### src/rtl/sram_arbiter.sv
// sram_arbiter: merges an instruction master and a data master onto one SRAM-style
// slave port. Data has priority, a stalled grant is locked until the slave accepts it,
// and an in-order owner FIFO routes each returning response to the master that issued it.
// OWNER_DEPTH bounds the outstanding accepted requests (legal values: 2 or 4).
module sram_arbiter #(
  parameter int OWNER_DEPTH = 2
) (
  input  logic        clk,
  input  logic        reset,
  // instruction master
  input  logic        inst_req,
  input  logic        inst_wr,
  input  logic [1:0]  inst_size,
  input  logic [3:0]  inst_wstrb,
  input  logic [31:0] inst_addr,
  input  logic [31:0] inst_wdata,
  output logic        inst_addr_ok,
  output logic        inst_data_ok,
  output logic [31:0] inst_rdata,
  // data master
  input  logic        data_req,
  input  logic        data_wr,
  input  logic [1:0]  data_size,
  input  logic [3:0]  data_wstrb,
  input  logic [31:0] data_addr,
  input  logic [31:0] data_wdata,
  output logic        data_addr_ok,
  output logic        data_data_ok,
  output logic [31:0] data_rdata,
  // shared slave
  output logic        mem_req,
  output logic        mem_wr,
  output logic [1:0]  mem_size,
  output logic [3:0]  mem_wstrb,
  output logic [31:0] mem_addr,
  output logic [31:0] mem_wdata,
  input  logic        mem_addr_ok,
  input  logic        mem_data_ok,
  input  logic [31:0] mem_rdata
);

  localparam int PTR_W = $clog2(OWNER_DEPTH);
  localparam int CNT_W = $clog2(OWNER_DEPTH + 1);

  typedef enum logic {
    OWNER_INST = 1'b0,
    OWNER_DATA = 1'b1
  } owner_e;

  logic [CNT_W-1:0] count_q, count_d;
  logic [PTR_W-1:0] wr_ptr_q, wr_ptr_d;
  logic [PTR_W-1:0] rd_ptr_q, rd_ptr_d;
  owner_e           owner_q [OWNER_DEPTH];
  owner_e           owner_d [OWNER_DEPTH];
  logic             lock_valid_q, lock_valid_d;
  owner_e           lock_owner_q, lock_owner_d;

  logic   grant_valid;
  owner_e grant_owner;
  logic   push;
  logic   pop;
  owner_e head_owner;

  function automatic logic [PTR_W-1:0] next_ptr(input logic [PTR_W-1:0] ptr);
    return (ptr == PTR_W'(OWNER_DEPTH - 1)) ? '0 : ptr + PTR_W'(1);
  endfunction

  // Pick the granted master: nothing while in reset or with the owner FIFO full,
  // the locked master while a stalled request is pending, otherwise data over inst.
  // NOTE: every combinational output gets a default first so no path leaves it unassigned (no latch).
  always_comb begin
    grant_valid = 1'b0;
    grant_owner = OWNER_INST;
    if (!reset && (count_q < CNT_W'(OWNER_DEPTH))) begin
      if (lock_valid_q) begin
        grant_owner = lock_owner_q;
        grant_valid = (lock_owner_q == OWNER_DATA) ? data_req : inst_req;
      end else if (data_req) begin
        grant_owner = OWNER_DATA;
        grant_valid = 1'b1;
      end else if (inst_req) begin
        grant_owner = OWNER_INST;
        grant_valid = 1'b1;
      end
    end
  end

  // Forward the granted master's request fields; all zero when nobody is granted.
  always_comb begin
    mem_req   = 1'b0;
    mem_wr    = 1'b0;
    mem_size  = '0;
    mem_wstrb = '0;
    mem_addr  = '0;
    mem_wdata = '0;
    if (grant_valid) begin
      mem_req = 1'b1;
      if (grant_owner == OWNER_DATA) begin
        mem_wr    = data_wr;
        mem_size  = data_size;
        mem_wstrb = data_wstrb;
        mem_addr  = data_addr;
        mem_wdata = data_wdata;
      end else begin
        mem_wr    = inst_wr;
        mem_size  = inst_size;
        mem_wstrb = inst_wstrb;
        mem_addr  = inst_addr;
        mem_wdata = inst_wdata;
      end
    end
  end

  // Handshake routing: addr_ok to the granted master, data_ok to the FIFO head owner.
  // A data_ok with nothing outstanding (or during reset) is dropped.
  assign push         = grant_valid && mem_addr_ok;
  assign pop          = !reset && mem_data_ok && (count_q != '0);
  assign head_owner   = owner_q[rd_ptr_q];
  assign inst_addr_ok = push && (grant_owner == OWNER_INST);
  assign data_addr_ok = push && (grant_owner == OWNER_DATA);
  assign inst_data_ok = pop && (head_owner == OWNER_INST);
  assign data_data_ok = pop && (head_owner == OWNER_DATA);
  assign inst_rdata   = mem_rdata;
  assign data_rdata   = mem_rdata;

  // Next state for the owner FIFO and the grant lock.
  always_comb begin
    count_d      = count_q;
    wr_ptr_d     = wr_ptr_q;
    rd_ptr_d     = rd_ptr_q;
    owner_d      = owner_q;
    lock_valid_d = lock_valid_q;
    lock_owner_d = lock_owner_q;

    if (push) begin
      owner_d[wr_ptr_q] = grant_owner;
      wr_ptr_d          = next_ptr(wr_ptr_q);
    end
    if (pop) begin
      rd_ptr_d = next_ptr(rd_ptr_q);
    end
    // Simultaneous push and pop leave the occupancy unchanged.
    case ({push, pop})
      2'b10:   count_d = count_q + CNT_W'(1);
      2'b01:   count_d = count_q - CNT_W'(1);
      default: count_d = count_q;
    endcase

    if (grant_valid && !mem_addr_ok) begin
      lock_valid_d = 1'b1;
      lock_owner_d = grant_owner;
    end else if (push) begin
      lock_valid_d = 1'b0;
    end
  end

  // Control state register with synchronous reset; outstanding responses are forgotten.
  // NOTE: sequential state uses non-blocking assignments so every flop samples pre-edge values.
  always_ff @(posedge clk) begin
    if (reset) begin
      count_q      <= '0;
      wr_ptr_q     <= '0;
      rd_ptr_q     <= '0;
      lock_valid_q <= 1'b0;
      lock_owner_q <= OWNER_INST;
    end else begin
      count_q      <= count_d;
      wr_ptr_q     <= wr_ptr_d;
      rd_ptr_q     <= rd_ptr_d;
      lock_valid_q <= lock_valid_d;
      lock_owner_q <= lock_owner_d;
    end
  end

  // Owner storage update.
  // NOTE: the storage array has no reset; count and pointers already make stale entries unreachable.
  always_ff @(posedge clk) begin
    owner_q <= owner_d;
  end

endmodule

### config.mk
export PLATFORM = sky130hd
export DESIGN_NAME = sram_arbiter
export DESIGN_NICKNAME = d
export VERILOG_FILES = /design/src/rtl/sram_arbiter.sv
export SDC_FILE = /design/constraint.sdc
export NUM_CORES = 1
export LEC_CHECK = 0
export BUFFER_PORTS_ARGS = -buffer_cell sky130_fd_sc_hd__buf_4
export CELL_PAD_IN_SITES_DETAIL_PLACEMENT = 1
export CELL_PAD_IN_SITES_GLOBAL_PLACEMENT = 2
export CORE_AREA = 4 4 142 144
export DETAILED_ROUTE_END_ITERATION = 10
export DIE_AREA = 0 0 146 148
export HOLD_SLACK_MARGIN = 0.05
export PLACE_DENSITY = 0.92
export SLEW_MARGIN = 20
export SYNTH_ARGS = -nofsm -noshare
export SYNTH_HDL_FRONTEND = slang
export SYNTH_SLANG_ARGS = --single-unit
### constraint.sdc
create_clock -name clk -period 2.2 [get_ports clk]
set_input_delay 0.44 -clock clk [delete_from_list [all_inputs] [get_ports clk]]
set_output_delay 0.44 -clock clk [all_outputs]
set_load 0.01 [all_outputs]
# Word level (Yosys, flattened, before mapping)
# Index checks and enable logic that the tools add are counted.
dict set report word_totals {
  out_inout_bits 140
  latch_bits 0
  romBits 0
  elab_cells 66
  memories 0
  register_bits 8
  ramBits 0
}
dict set report classes {
  n_mux 30
  addsub 4
  bitwise 4
  n_lt_le_gt_ge 4
  n_eq_ne 2
  shifts 0
  mul 0
  n_reduce_logical 15
  div 0
}
# op n
set ops {}
lappend ops {{$mux 32} 4}
lappend ops {{$mux 1} 19}
lappend ops {{$logic_and 1x1->1} 10}
lappend ops {{$mux 4} 2}
lappend ops {{$reduce_bool 2->1} 3}
lappend ops {{$ge 2x2->1 const B} 2}
lappend ops {{$mux 2} 2}
lappend ops {{$not 1->2} 2}
lappend ops {{$pmux 2 s2} 1}
lappend ops {{$add 1x1->1 const B} 2}
lappend ops {{$add 2x1->2 const B} 1}
lappend ops {{$bwmux 2} 1}
lappend ops {{$eq 2x1->1 const B} 1}
lappend ops {{$eq 2x2->1 const B} 1}
lappend ops {{$logic_not 1->1} 2}
lappend ops {{$lt 2x1->1 const B} 1}
lappend ops {{$lt 2x2->1 const B} 1}
lappend ops {{$not 1->1} 2}
lappend ops {{$sub 2x1->2 const B} 1}
lappend ops {{$demux 1 s1} 1}

# Logic depth before layout (Yosys ltp)
# Gate-level depths: netlist (run 1).
dict set report logic_depth {
  depth_word 7
  ltp_mapped 7
}

# Worst setup path after synthesis (run 1)
# OpenSTA, ideal clock, no wires.
dict set report synth_timing {
  path_kind {input-to-reg}
  from {input reset}
  to {register count_q[1]}
  path_buffers 1
  arrival_ns 1.903
  t_required_ns 2.130
  cell_stages 6
  path_slack_ns 0.227
  setup_time_ns 0.070
  cell_sequence {buf_4 > nor2_2 > o2111ai_2 > ha_1 > or3_1 > a21oi_1}
}
dict set report synth_via {
  elab_chain_len 6
}
# element line
set synth_rtl {}
lappend synth_rtl {{start: declaration} 9} ;# input logic reset,
lappend synth_rtl {{$logic_not 1->1} {74, 117}}
lappend synth_rtl {{$logic_and 1x1->1} 74} ;# if (!reset && (count_q < CNT_W'(OWNER_DEPTH))) begin
lappend synth_rtl {{$mux 1} 74}
lappend synth_rtl {{$logic_and 1x1->1} 116} ;# assign push = grant_valid && mem_addr_ok;
lappend synth_rtl {{$eq 2x1->1 / $eq 2x2->1 (equally long branches)} 143} ;# case ({push, pop})
lappend synth_rtl {{$pmux 2 s2 / $reduce_bool 2->1 (equally long branches)} n/a}
lappend synth_rtl {{end signal: assignment} 167} ;# count_q <= count_d;
lappend synth_rtl {{end: declaration} 50} ;# logic [CNT_W-1:0] count_q, count_d;
# Parallel ways exist; a longest one is shown, timed or not.
# A chain may end at the register's enable or synchronous reset.

# Worst setup path after layout (run 1)
dict set report layout_timing {
  from {register lock_owner_q}
  to {output mem_wdata[2]}
}
dict set report layout_via {
  elab_chain_len 4
}
# element line
set layout_rtl {}
lappend layout_rtl {{start: declaration} 56} ;# owner_e lock_owner_q, lock_owner_d;
lappend layout_rtl {{start signal: assignment} 171} ;# lock_owner_q <= lock_owner_d;
lappend layout_rtl {{$mux 1, on equally long branches} {75, 77}}
lappend layout_rtl {{$mux 1, on equally long branches} {74, 75}}
lappend layout_rtl {{$mux 32 / $mux 1 (equally long branches)} {98, 74}}
lappend layout_rtl {{$mux 32 *} 96} ;# if (grant_valid) begin
lappend layout_rtl {{end: declaration} 36} ;# output logic [31:0] mem_wdata,
# Mark *: on every way between the ends. The rest lies on a longest branch, timed or not.

==> load_flow_metrics.sql, run 1 <==
INSERT INTO impl_metrics (metric_group, metric, value, unit) VALUES
('status', 'status', 'complete, no violations', ''),
('clock_tree', 'count_of_hold_buffers_inserted_by_post_cts_repair', '0', ''),
('clock_tree', 'worst_skew_pair.late_latency', '0.23', 'ns'),
('clock_tree', 'cts.sinks', '8', ''),
('timing', 'rsz_0062_raised_after_global_routing', 'yes', ''),
('layout', 'layoutNonFillerInstCount', '734', ''),
('setup_path', 'start_kind', 'flip-flop', ''),
('timing', 'final_min_period_over_clock_period', '97.8', '%'),
('global_routing', 'initial_antenna_violation_count', '0', ''),
('synth', 'post_synth_instance_area', '0.00223', 'sq mm'),
('setup_path', 'worst_path_max_delay_cell', 'sky130_fd_sc_hd__dfxtp_4', ''),
('synth', 'yosys.cell_types.count', '32', ''),
('die', 'floorplan.rows', '50', ''),
('hold_path', 'worstHoldEndpoint', 'lock_valid_q', ''),
('setup_path', 'cp_cell_sequence', 'mux2_4 > o211ai_4 > buf_6 > buf_12 > a21oi_1 > buf_4', ''),
('global_routing', 'grt_start_max_net_pins', '39', ''),
('layout', 'layout.nets', '683', ''),
('die', 'boundary_pin_count', '320', ''),
('synth', 'synth_warn', '0', ''),
('clock_tree', 'tritoncts', 'built', ''),
('timing', 'fin_worst_skew', '0.00244', 'ns'),
('route', 'routed_wl', '12.2', 'mm'),
('layout', 'fin_util', '20.4', '%'),
('timing', 'report.final.hold_viol_count', '0', ''),
('die', 'die_area', '0.0216', 'sq mm'),
('layout', 'syn_to_final_growth', '70.9', '%'),
('setup_path', 'critPathMaxFanout', '20', ''),
('setup_path', 'worst-endpoint-arrival', '1.71', 'ns'),
('route', 'wirelength_per_cell', '16.6', 'um'),
('route', 'vias_per_cell', '4.29', ''),
('timing', 'max_slew_margin', '71.2', '%'),
('placed_design', 'hpwl', '9.31', 'mm'),
('placed_design', 'dpl-instance-area', '0.00370', 'sq mm'),
('power', 'leakage', '1.68', 'nW'),
('synth', 'synth_area_per_cell', '6.19', 'sq um'),
('setup_path', 'endpoint_kind', 'output pin', ''),
('synth', 'post_synthesis_sequential_element_count', '8', ''),
('die', 'die_y', '148', 'um'),
('timing', 'worstMarginPinSlew', '0.427', 'ns'),
('route', 'drtIter0Drc', '71', ''),
('timing', 'final_max_slew_viol_count', '0', ''),
('route', 'residual_drc_count', '0', ''),
('clock_tree', 'clkTransAtPathRegs', '0.04', 'ns'),
('setup_path', 'regToRegStartpoint', 'count_q[1]', ''),
('clock_tree', 'clock_tree.root_cell', 'sky130_fd_sc_hd__clkbuf_16', ''),
('timing', 'finalWorstPathRequiredPeriod', '2.15', 'ns'),
('synth', 'post_synth_inst_count', '361', ''),
('setup_path', 'max_incr_delay_on_cp', '0.37', 'ns'),
('synth', 'synth.yosys.seq_area_share', '8.06', '%'),
('placed_design', 'place.port_buffers', '223', ''),
('route', 'antenna_left', '0', ''),
('die', 'die_w', '146', 'um'),
('layout', 'final_cell_mix', 'sky130_fd_sc_hd__buf_4, sky130_fd_sc_hd__a21oi_1, sky130_fd_sc_hd__nand3_1', ''),
('placed_design', 'gpl.final_weighted_congestion', '0.774', ''),
('timing', 'final.hold.worst_slack', '0.433', 'ns'),
('setup_path', 'buf_inv_stages_crit_path', '3', ''),
('power', 'total_power', '1.39', 'mW'),
('global_routing', 'global_route.overflow_total', '0', ''),
('setup_path', 'cell_class_contributing_the_biggest_share_of_worst_path_delay', 'buffers and inverters', ''),
('layout', 'most_common_cell_after_layout_fill_and_taps_aside', 'sky130_fd_sc_hd__buf_4', ''),
('placed_design', 'preCtsSetupSlack', '0.0607', 'ns'),
('setup_path', 'path_class', 'flip-flop to output pin', ''),
('setup_path', 'reg2reg_slack', '0.40', 'ns'),
('timing', 'max_freq', '465', 'MHz'),
('route', 'routed-via-count', '3146', ''),
('synth', 'postSynth.topFlopCell', 'sky130_fd_sc_hd__dfxtp_1', ''),
('synth', 'proportion_of_register_bits_with_asynchronous_set_or_reset_after_synthesis', '0', '%'),
('synth', 'synth-edff-count', '2', ''),
('hold_path', 'hold_path.startpoint', 'mem_addr_ok', ''),
('clock_tree', 'numCtsBuffers', '3', ''),
('setup_path', 'critical_path_required', '1.76', 'ns');
[report_power, final]
| group | switching, mW | total (mW) | internal (mW) |
|---|---|---|---|
| Sequential | 0.0158 | 0.181 | 0.165 |
| Combinational | 0.446 | 0.903 | 0.457 |
| Clock | 0.0708 | 0.305 | 0.234 |
| Total | 0.532 | 1.39 | 0.856 |
[metal layers]
layer  GRT usage [%]  vias up  part of all wire, %  wire length [um]
li1                -     1499                    -                 -
met1            11.5     1436                   39              4740
met4            2.78        0                  2.4               299
met5               0        -                    0                 0
met2            19.1      175                   49              6050
met3            3.07       36                  9.3              1130
[timing repair]
action | 4_1_cts | 5_1_grt
buffers inserted | 2 | 0
endpoints found under the setup margin | 47 | 42
pin swaps | 1 | 3
gates cloned | 1 | 0
resized for setup | 7 | 2
[Yosys cell counts (6+ instances only)]
library cell               instances  area share, %
sky130_fd_sc_hd__buf_2            15            3.4
sky130_fd_sc_hd__buf_4            65             22
sky130_fd_sc_hd__clkbuf_1         14            2.4
sky130_fd_sc_hd__dfxtp_1           6            5.4
sky130_fd_sc_hd__a21oi_1          74             17
sky130_fd_sc_hd__o21ai_1          13            2.9
sky130_fd_sc_hd__o21ai_0          60             13
sky130_fd_sc_hd__buf_6             8            4.0
sky130_fd_sc_hd__nand3_1          71             16
sky130_fd_sc_hd__nor2_1            7            1.2
[flip-flops by register name (all words and copies together), names as in the netlist]
register and count:
wr_ptr_q 1, lock_valid_q 1, count_q 2, rd_ptr_q 1
lock_owner_q 1, owner_q 2
[layout make-up]
type	instances	area [sq um]
clock buffers	3	75.1
repair buffers	238	1910
inverters	3	11.3
flip-flops and latches	8	188
fillers	2318	14900
well taps	234	293
multi-input cells	248	1350
[worst max path at each step]
stage | slack, ns | endpoint | depth (start not counted) | startpoint
2_1_floorplan | 0.23 | count_q[1] | 6 | reset
3_3_place_gp | 0.06 | mem_addr[6] | 6 | reset
3_5_place_dp | 0.06 | mem_addr[6] | 6 | reset
4_1_cts | 0.02 | mem_wstrb[0] | 6 | lock_owner_q
5_1_grt | -0.02 | mem_wdata[20] | 6 | lock_owner_q
6_report | 0.05 | mem_wdata[2] | 6 | lock_owner_q
[kinds of logic (layout without fill, tap and decap cells)]
kind of cell | Yosys count | after routing | synth area share (%)
fa+ha+maj | 1 | 1 | 0.560
simple gates | 88 | 88 | 19.7
flops | 8 | 8 | 8.06
mux | 5 | 5 | 2.91
buf+inv | 105 | 244 | 32.1
xor+xnor | 3 | 3 | 1.18
compound gates | 151 | 151 | 35.6
No activity file was read; power rests on OpenSTA's default activity.
==> inputs of run 2 (changes only) <==
==> constraint.sdc (replaced) <==
create_clock -name clk -period 2.2 [get_ports clk]
set_input_delay 0.33 -clock clk [delete_from_list [all_inputs] [get_ports clk]]
set_output_delay 0.33 -clock clk [all_outputs]
set_load 0.01 [all_outputs]
==> run 2 against run 1 <==
Net effect: sequential cell count unchanged; combinational power is 1% lower; global-route usage fell by 0.34 points; maximum frequency is 1.5% higher; critical path depth unchanged; largest cell class unchanged; worst hold slack got worse by 0.12 ns.
==> load_flow_metrics.sql, run 2 (synthesis gave the netlist of run 1 again) <==
INSERT INTO impl_metrics (metric_group, metric, value, unit) VALUES
('route', 'wirelength_met1', '4.56', 'mm'),
('clock_tree', 'clock_tree.root_cell', 'sky130_fd_sc_hd__clkbuf_16', ''),
('power', 'leakage', '1.67', 'nW'),
('layout', 'syn_to_final_growth', '69.8', '%'),
('timing', 'max_slew_margin', '73.4', '%'),
('clock_tree', 'h-tree-depth', '1', ''),
('clock_tree', 'tritoncts', 'built', ''),
('layout', 'most_common_cell_after_layout_fill_and_taps_aside', 'sky130_fd_sc_hd__buf_4', ''),
('global_routing', 'initial_antenna_violation_count', '0', ''),
('setup_path', 'worst-endpoint-arrival', '1.79', 'ns'),
('placed_design', 'place.port_buffers', '223', ''),
('layout', 'final_layout_size_suffix_gt1_share', '50.6', '%'),
('placed_design', 'gpl.final_weighted_congestion', '0.717', ''),
('setup_path', 'critPathMaxFanout', '18', ''),
('route', 'drtIter0Drc', '93', ''),
('die', 'floorplan.initialDensity', '11.9', '%'),
('global_routing', 'grt_start_max_net_pins', '39', ''),
('clock_tree', 'numCtsBuffers', '3', ''),
('route', 'route.met2.wl', '5.86', 'mm'),
('route', 'dr.pass1.iters', '4', ''),
('route', 'detailroute.wirelength.met3', '1.19', 'mm'),
('placed_design', 'hpwl', '9.14', 'mm'),
('timing', 'max_freq', '472', 'MHz'),
('timing', 'fin_worst_skew', '0.00319', 'ns'),
('die', 'die_w', '146', 'um'),
('timing', 'final_min_period_over_clock_period', '96.4', '%'),
('status', 'status', 'complete, no violations', ''),
('timing', 'setup_total_negative_slack', '0', 'ns'),
('layout', 'count_of_antenna_diodes_in_the_layout', '0', ''),
('global_routing', 'global_route.overflow_total', '0', ''),
('placed_design', 'dpl-instance-area', '0.00365', 'sq mm'),
('layout', 'final_cell_mix', 'sky130_fd_sc_hd__buf_4, sky130_fd_sc_hd__a21oi_1, sky130_fd_sc_hd__nand3_1', ''),
('route', 'wirelength_per_cell', '16.2', 'um'),
('setup_path', 'cp_cell_sequence', 'mux2_2 > o211ai_4 > buf_4 > buf_12 > a21oi_1 > buf_4', ''),
('die', 'die_y', '148', 'um'),
('timing', 'setup-violations-final', '0', ''),
('setup_path', 'cpMostUsedCell', 'sky130_fd_sc_hd__buf_4', ''),
('die', 'boundary_pin_count', '320', ''),
('route', 'antenna_left', '0', ''),
('die', 'core-area', '0.0187', 'sq mm'),
('timing', 'finalWorstPathRequiredPeriod', '2.12', 'ns'),
('clock_tree', 'cts.sinks', '8', ''),
('power', 'vdd.ir_drop.worst', '0.207', 'mV'),
('setup_path', 'critical_path_required', '1.87', 'ns'),
('route', 'vias_per_cell', '4.26', ''),
('layout', 'layout.cell_area.non_filler', '0.00379', 'sq mm'),
('layout', 'fin_util', '20.3', '%'),
('timing', 'report.final.hold_viol_count', '0', ''),
('timing', 'rsz_0062_raised_after_global_routing', 'no', ''),
('setup_path', 'start_kind', 'flip-flop', ''),
('timing', 'final_max_slew_viol_count', '0', ''),
('flow_run', 'number_of_violations_of_the_max_capacitance_limit', '0', ''),
('power', 'p_per_area', '368', 'mW/mm^2'),
('layout', 'layout.nets', '682', ''),
('hold_path', 'min_path_type', 'input pin to flip-flop', ''),
('route', 'top_layer_in_use', 'met4', ''),
('setup_path', 'max_incr_delay_on_cp', '0.39', 'ns'),
('setup_path', 'endpoint_kind', 'output pin', ''),
('route', 'routed-via-count', '3127', ''),
('die', 'die_area', '0.0216', 'sq mm'),
('timing', 'worstMarginPinSlew', '0.395', 'ns'),
('setup_path', 'worst_path_max_delay_cell', 'sky130_fd_sc_hd__mux2_2', ''),
('clock_tree', 'clkTransAtPathRegs', '0.04', 'ns'),
('route', 'routed_wl', '11.9', 'mm'),
('clock_tree', 'worst_case_clock_buffer_depth', '2', ''),
('setup_path', 'path_class', 'flip-flop to output pin', ''),
('layout', 'reg_top3', 'count_q: 2 flops, owner_q: 2 flops', ''),
('die', 'floorplan.rows', '50', ''),
('global_routing', 'via_count_of_the_first_global_routing_pass', '3319', ''),
('clock_tree', 'worst_skew_pair.late_latency', '0.24', 'ns'),
('global_routing', 'grt_first_pass_wirelength', '18.0', 'mm'),
('route', 'residual_drc_count', '0', ''),
('global_routing', 'grt_use_total', '9.96', '%');
## run 2: worst max-delay path: cells and delay by family (launching register included)
| kind | cells | cell delay (ns) |
|---|---|---|
| flip-flops | 1 | 0.36 |
| buffers and inverters | 3 | 0.47 |
| AO/OA/AOI/OAI | 2 | 0.33 |
| multiplexers | 1 | 0.39 |
## run 2: stage by stage
step	worst slack, ns	hold WS [ns]	power [mW]	std cells
floorplan	0.319	0.419	0.711	361
global placement	0.185	0.461	1.05	727
detailed placement	0.170	0.471	1.06	727
CTS	0.0101	0.319	1.39	731
global route	0.000969	0.326	1.50	734
finish	0.0792	0.312	1.40	734
## run 2: area by class of cell
class / instances / area, sq um
fill: 2324 / 14900
timing repair buffer: 237 / 1890
multi-input combinational: 248 / 1340
tap: 234 / 293
sequential: 8 / 183
clock buffer: 4 / 78.8
inverter: 3 / 11.3
## run 2: final timing paths
path	startpoint	endpoint	slack (ns)	depth (start not counted)
worst max-delay path	lock_owner_q	mem_addr[6]	0.08	6
worst max register to register	lock_owner_q	count_q[1]	0.32	5
worst min-delay path	mem_addr_ok	lock_valid_q	0.31	2
worst min register to register	wr_ptr_q	wr_ptr_q	0.49	1
## run 2: timing repair
action	4_1_cts	5_1_grt
endpoints found under the setup margin	33	28
pin swaps	0	2
hold buffers	0	0
setup buffers	0	2
gates resized for setup	2	7
cloned	0	1
hold endpoints to repair	0	0
## run 2: power by group
part	switching, mW	internal, mW
Combinational	0.443	0.450
Sequential	0.0152	0.166
Clock	0.0800	0.242
## run 2: metal layers
metal  up-vias  global-route usage (%)
li1       1496                       -
met1      1427                    11.6
met2       167                    17.6
met3        37                    3.34
met4         0                    2.49
met5         -                       0
